File: src/rtl/regfile_seq_pkg.sv
// Shared types for the register-file sequencer: opcode and FSM state encodings.
package regfile_seq_pkg;

    localparam int XLEN_DEF = 32;

    typedef enum logic [2:0] {
        OP_ADD = 3'd0,
        OP_SUB = 3'd1,
        OP_AND = 3'd2,
        OP_OR  = 3'd3,
        OP_XOR = 3'd4,
        OP_SLT = 3'd5,
        OP_LI  = 3'd6,
        OP_RSV = 3'd7
    } op_e;

    typedef enum logic [2:0] {
        S_IDLE  = 3'd0,
        S_READ  = 3'd1,
        S_EXEC  = 3'd2,
        S_WRITE = 3'd3,
        S_RESP  = 3'd4
    } state_e;

endpackage

File: src/rtl/regfile_sequencer_alu.sv
// Combinational ALU for the sequencer; modulo-XLEN arithmetic, reserved opcode flags err with zero result.
module seq_alu
    import regfile_seq_pkg::*;
#(
    parameter int XLEN = XLEN_DEF
) (
    input  logic [2:0]      i_op,
    input  logic [XLEN-1:0] i_a,
    input  logic [XLEN-1:0] i_b,
    input  logic [XLEN-1:0] i_imm,
    output logic [XLEN-1:0] o_result,
    output logic            o_err
);

    always_comb begin
        o_result = '0;
        o_err    = 1'b0;
        case (i_op)
            OP_ADD:  o_result = i_a + i_b;
            OP_SUB:  o_result = i_a - i_b;
            OP_AND:  o_result = i_a & i_b;
            OP_OR:   o_result = i_a | i_b;
            OP_XOR:  o_result = i_a ^ i_b;
            OP_SLT:  o_result = {{(XLEN-1){1'b0}}, ($signed(i_a) < $signed(i_b))};
            OP_LI:   o_result = i_imm;
            default: o_err    = 1'b1;
        endcase
    end

endmodule

File: src/rtl/regfile_sequencer.sv
// One-command-at-a-time sequencer: IDLE -> READ -> EXEC -> WRITE -> RESP around an external regfile.
module regfile_sequencer
    import regfile_seq_pkg::*;
#(
    parameter int XLEN  = XLEN_DEF,
    parameter int CNT_W = 16
) (
    input  logic             clk,
    input  logic             rst,
    input  logic             cmd_valid,
    output logic             cmd_ready,
    input  logic [2:0]       cmd_op,
    input  logic [4:0]       cmd_rd,
    input  logic [4:0]       cmd_rs1,
    input  logic [4:0]       cmd_rs2,
    input  logic [XLEN-1:0]  cmd_imm,
    output logic [4:0]       rf_rs1,
    output logic [4:0]       rf_rs2,
    input  logic [XLEN-1:0]  rf_rd1,
    input  logic [XLEN-1:0]  rf_rd2,
    output logic [4:0]       rf_rd,
    output logic [XLEN-1:0]  rf_wd,
    output logic             rf_w_en,
    output logic             rsp_valid,
    input  logic             rsp_ready,
    output logic [XLEN-1:0]  rsp_data,
    output logic             rsp_err,
    output logic [CNT_W-1:0] ops_done
);

    state_e            r_state;
    logic [2:0]        r_op;
    logic [4:0]        r_rd;
    logic [XLEN-1:0]   r_imm;
    logic              r_err;
    logic [XLEN-1:0]   w_result;
    logic              w_err;

    seq_alu #(.XLEN(XLEN)) u_alu (
        .i_op     (r_op),
        .i_a      (rf_rd1),
        .i_b      (rf_rd2),
        .i_imm    (r_imm),
        .o_result (w_result),
        .o_err    (w_err)
    );

    always_ff @(posedge clk or posedge rst) begin
        if (rst) begin
            r_state   <= S_IDLE;
            r_op      <= '0;
            r_rd      <= '0;
            r_imm     <= '0;
            r_err     <= 1'b0;
            cmd_ready <= 1'b1;
            rf_rs1    <= '0;
            rf_rs2    <= '0;
            rf_rd     <= '0;
            rf_wd     <= '0;
            rf_w_en   <= 1'b0;
            rsp_valid <= 1'b0;
            rsp_data  <= '0;
            rsp_err   <= 1'b0;
            ops_done  <= '0;
        end else begin
            case (r_state)
                S_IDLE: begin
                    if (cmd_valid) begin
                        r_op      <= cmd_op;
                        r_rd      <= cmd_rd;
                        r_imm     <= cmd_imm;
                        rf_rs1    <= cmd_rs1;
                        rf_rs2    <= cmd_rs2;
                        cmd_ready <= 1'b0;
                        r_state   <= S_READ;
                    end
                end
                S_READ: r_state <= S_EXEC;
                S_EXEC: begin
                    rf_rd   <= r_rd;
                    rf_wd   <= w_result;
                    r_err   <= w_err;
                    // x0 is hardwired zero and reserved ops never commit
                    rf_w_en <= !w_err && (r_rd != 5'd0);
                    r_state <= S_WRITE;
                end
                S_WRITE: begin
                    rf_w_en   <= 1'b0;
                    rsp_valid <= 1'b1;
                    rsp_data  <= rf_wd;
                    rsp_err   <= r_err;
                    r_state   <= S_RESP;
                end
                S_RESP: begin
                    if (rsp_ready) begin
                        rsp_valid <= 1'b0;
                        if (ops_done != '1)
                            ops_done <= ops_done + {{(CNT_W-1){1'b0}}, 1'b1};
                        cmd_ready <= 1'b1;
                        r_state   <= S_IDLE;
                    end
                end
                default: begin
                    rf_w_en   <= 1'b0;
                    rsp_valid <= 1'b0;
                    cmd_ready <= 1'b1;
                    r_state   <= S_IDLE;
                end
            endcase
        end
    end

endmodule

File: config.mk
export PLATFORM = sky130hd
export DESIGN_NAME = regfile_sequencer
export DESIGN_NICKNAME = d
export VERILOG_FILES = /design/src/rtl/regfile_seq_pkg.sv /design/src/rtl/regfile_sequencer_alu.sv /design/src/rtl/regfile_sequencer.sv
export SDC_FILE = /design/constraint.sdc
export NUM_CORES = 1
export LEC_CHECK = 0
export ABC_AREA = 1
export CAP_MARGIN = 30
export CORE_MARGIN = 8
export CORE_UTILIZATION = 49
export CTS_CLUSTER_DIAMETER = 80
export DETAILED_ROUTE_END_ITERATION = 16
export PLACE_DENSITY = 0.78
export SLEW_MARGIN = 10
export SYNTH_ARGS = -nofsm -noshare
export SYNTH_HDL_FRONTEND = slang
export SYNTH_SLANG_ARGS = --single-unit
File: constraint.sdc
create_clock -name clk -period 4.2 [get_ports clk]
set_clock_uncertainty 0.1 [all_clocks]
set_input_delay 0.63 -clock clk [delete_from_list [all_inputs] [get_ports clk]]
set_output_delay 0.63 -clock clk [all_outputs]
set_load 0.02 [all_outputs]
==> flow_metrics.env <==
export IMPL_run_status="complete, no violations"
export IMPL_fp_dieArea_mm2=0.0303
export IMPL_synth_cells=1876
export IMPL_finalWirelength_um=45100
export IMPL_post_cts_resize_count=0
export IMPL_top_usage_layer="met2"
export IMPL_routed_vias=12900
export IMPL_grt_use_met2_pct=46.1
export IMPL_detailedPlacementHpwl_um=35800
export IMPL_setup_worst_path_end_class="flip-flop"
export IMPL_worstSetupStartpoint="rf_rd1[15]"
export IMPL_cts_buffers=17
export IMPL_floorplan_die_width_um=174
export IMPL_relSlewSlack_pct=42.3
export IMPL_critical_path_peak_fanout=8
export IMPL_path_clk_slew_ps=60
export IMPL_sequentialPowerShare_pct=28.2
export IMPL_utilization_pct=61.1
export IMPL_routed_via_density=5.37
export IMPL_timing_final_hold_violations=0
export IMPL_synth_top_cells_by_area="sky130_fd_sc_hd__dfrtp_1 (29%), sky130_fd_sc_hd__nand2_1 (20%), sky130_fd_sc_hd__ha_1 (11%)"
export IMPL_critical_path_top_delay_family="simple AND/OR/NAND/NOR gates"
export IMPL_sw_frac_of_total_pct=47.0
export IMPL_grt_first_pass_wirelength_um=70100
export IMPL_worstPathRequired_ps=4400
export IMPL_first_global_vias=12600
export IMPL_io_count=217
export IMPL_synth_sequential_area_ratio_pct=29.2
export IMPL_detail_route_iter0_violations=1262
export IMPL_port_buffers=216
export IMPL_synth_flop_cell="sky130_fd_sc_hd__dfrtp_1"
export IMPL_post_synth_top_count_cell="sky130_fd_sc_hd__nand2_1"
export IMPL_final_period_utilization_pct=76.0
export IMPL_grt_setup_unrepaired="false"
export IMPL_worst_path_max_delay_cell="sky130_fd_sc_hd__clkdlybuf4s50_1"
export IMPL_holdBufCountCts=0
export IMPL_post_cts_setup_buffer_count=0
export IMPL_criticalPathCategory="primary input to flip-flop"
export IMPL_grt_usage_pct=29.2
export IMPL_synth_cell_area_mm2=0.0123
export IMPL_ff2ff_setup_slack_ps=1570
export IMPL_number_of_antenna_violations_at_the_first_check_in_global_routing=0
export IMPL_layout_drive_gt1_share_pct=5.64
export IMPL_drc=0
export IMPL_die_height_um=174
export IMPL_place_gp_congestion=1.00
export IMPL_fill_cells=2378
export IMPL_cts_sink_count=143
export IMPL_timing_rr_start="r_op[1]"
export IMPL_setup_violations=0
export IMPL_flow_area_growth_from_synthesis_pct=24.1
export IMPL_netlist_area_leader_share_pct=29.0
export IMPL_row_count=58
export IMPL_grt_overflow_total=0
export IMPL_p_int_mw=4.45
export IMPL_power_leakage_nw=8.17
export IMPL_initial_core_util_pct=49.3
export IMPL_synth_net_count=2105
export IMPL_clock_latency_ps=430
export IMPL_most_area_hungry_cell_type_in_the_yosys_netlist="sky130_fd_sc_hd__dfrtp_1"
export IMPL_cts_tree="done"
export IMPL_crit_start_category="primary input"
export IMPL_clockPowerShare_pct=17.8
export IMPL_cp_buffers_inverters=2
export IMPL_p_per_area_mw_per_mm2=552
export IMPL_avgSynthCellArea_um2=6.54
export IMPL_grt_met1_usage_pct=41.1
export IMPL_drt_wirelength_per_cell_um=18.8
export IMPL_largest_net_degree_at_the_start_of_global_routing=93
export IMPL_final_nets=2290
export IMPL_data_arrival_at_the_endpoint_of_the_critical_path_ps=3390
export IMPL_synthesis_yosys_warnings=0
export IMPL_synthTopCellsByCount="sky130_fd_sc_hd__nand2_1 (652), sky130_fd_sc_hd__inv_1 (345), sky130_fd_sc_hd__dfrtp_1 (142)"
export IMPL_net_switching_power_mw=3.95
export IMPL_cap_violations=0
export IMPL_slew_violations=0
export IMPL_synth_edf_count=0
export IMPL_setup_tns_final_ps=0
export IMPL_max_freq_mhz=313
export IMPL_finalCriticalPeriod_ps=3190
export IMPL_route_antenna_remaining_nets=0
export IMPL_drtPass1Iterations=6
export IMPL_max_clock_path_buffers=2
export IMPL_max_vdd_ir_drop_mv=0.400
export IMPL_grt_use_met3_pct=4.49
export IMPL_timing_critical_path_slowest_cell_delay_ps=600
export IMPL_cpMostUsedCell="sky130_fd_sc_hd__nand2_1"
export IMPL_htreeDepth=4
export IMPL_tightestPinTransition_ps=861
export IMPL_clock_root_buffer="sky130_fd_sc_hd__clkbuf_16"
export IMPL_synth_ff_latch_count=143
export IMPL_worstHoldPathType="flip-flop to flip-flop"
export IMPL_coreArea_mm2=0.0249
export IMPL_crit_path_cell_trace="clkdlybuf4s50_1 > inv_1 > ha_1 > nand2_1 > nor2_1 > nand2_1 > nor4_1 > nand2_1 > nand2_1 > nand2_1 > nand3_1 > nand3_1 > nand2_1 > nand2_1"
export IMPL_yosysUniqueCellTypes=44
export IMPL_hp_start="rf_rs1[4]"
export IMPL_synth_async_reset_ratio_pct=100
export IMPL_antenna_diode_count=0
export IMPL_share_comb_of_total_power_pct=54.0
## logic make-up (layout without fill, tap and decap cells)
| logic type | count (synthesis) | after routing | share of synthesized area (%) |
|---|---|---|---|
| XOR/XNOR | 15 | 15 | 1.07 |
| flip-flops | 143 | 143 | 29.2 |
| buffers and inverters | 417 | 615 | 13.5 |
| AO/OA/AOI/OAI | 219 | 219 | 10.5 |
| AND/OR/NAND/NOR | 949 | 949 | 32.3 |
| adder cells (fa/ha/maj) | 111 | 111 | 11.4 |
| multiplexers | 22 | 22 | 2.02 |
## power by group through the flow
stage | sequential, mW | combinational (mW) | clock, mW
after CTS | 2.36 | 4.49 | 1.51
after global placement | 2.36 | 4.41 | 0
final | 2.37 | 4.53 | 1.49
after floorplan | 2.72 | 2.18 | 0
after detailed placement | 2.38 | 4.46 | 0
after global routing | 2.43 | 4.91 | 1.55
## state kept, by name, indices dropped and copies added (netlist names)
name       cells
cmd_ready      1
ops_done      16
r_err          1
r_imm         32
r_op           3
r_rd           5
r_state        3
rf_rd          5
rf_rs1         5
rf_rs2         5
rf_w_en        1
rf_wd         32
rsp_data      32
rsp_err        1
rsp_valid      1
## cell usage in the layout (no fill, tap or decap), types with 17 or more instances in the layout
| cell type | n |
|---|---|
| sky130_fd_sc_hd__nand2_1 | 652 |
| sky130_fd_sc_hd__o21ai_0 | 83 |
| sky130_fd_sc_hd__o22ai_1 | 31 |
| sky130_fd_sc_hd__nand3_1 | 128 |
| sky130_fd_sc_hd__dfrtp_1 | 142 |
| sky130_fd_sc_hd__ha_1 | 109 |
| sky130_fd_sc_hd__nor2_1 | 102 |
| sky130_fd_sc_hd__clkdlybuf4s50_1 | 216 |
| sky130_fd_sc_hd__mux2_2 | 22 |
| sky130_fd_sc_hd__inv_1 | 344 |
| sky130_fd_sc_hd__nand4_1 | 17 |
| sky130_fd_sc_hd__clkbuf_16 | 17 |
| sky130_fd_sc_hd__a221oi_1 | 22 |
| sky130_fd_sc_hd__a21oi_1 | 60 |
## routing by layer
metal	routed length, um	vias up
met4	826	0
li1	-	6211
met3	3590	52
met5	0	-
met1	20600	6101
met2	20100	534
## path summary, 6_finish.rpt
check,end,cells after the start
max,rf_wd[31],14
min reg2reg,rf_rs1[4],2
max in group asynchronous,cmd_ready,3
min,rf_rs1[4],2
min in group asynchronous,ops_done[15],2
max reg2reg,rf_wd[8],6
## layout make-up
type,count,area [um2],share of cell area (%)
clock buffer,18,439,2.89
clock inverter,14,120,0.789
inverter,355,1340,8.78
multi-input combinational,1316,7040,46.3
sequential,143,3580,23.5
tap,330,413,2.71
timing repair buffer,228,2290,15.0
## worst register-to-register path: stages (launching register included)
cell	delay, ps
sky130_fd_sc_hd__dfrtp_1	470
sky130_fd_sc_hd__nand3_2	530
sky130_fd_sc_hd__inv_2	390
sky130_fd_sc_hd__a221oi_1	570
sky130_fd_sc_hd__nand3_1	260
sky130_fd_sc_hd__nand2_1	120
sky130_fd_sc_hd__o21ai_0	80
## per-stage QoR
stage	total power [mW]	worst slack, ps	hold WS, ps	cells	area (um2)
after floorplan	4.91	1680	349	1876	12300
after detailed placement	6.84	717	365	2372	14700
after CTS	8.36	1130	383	2404	15200
final	8.40	1010	379	2404	15200
after global routing	8.89	868	403	2404	15200
after global placement	6.76	661	361	2371	14600
Note: power is estimated with default switching activity, not from simulation.
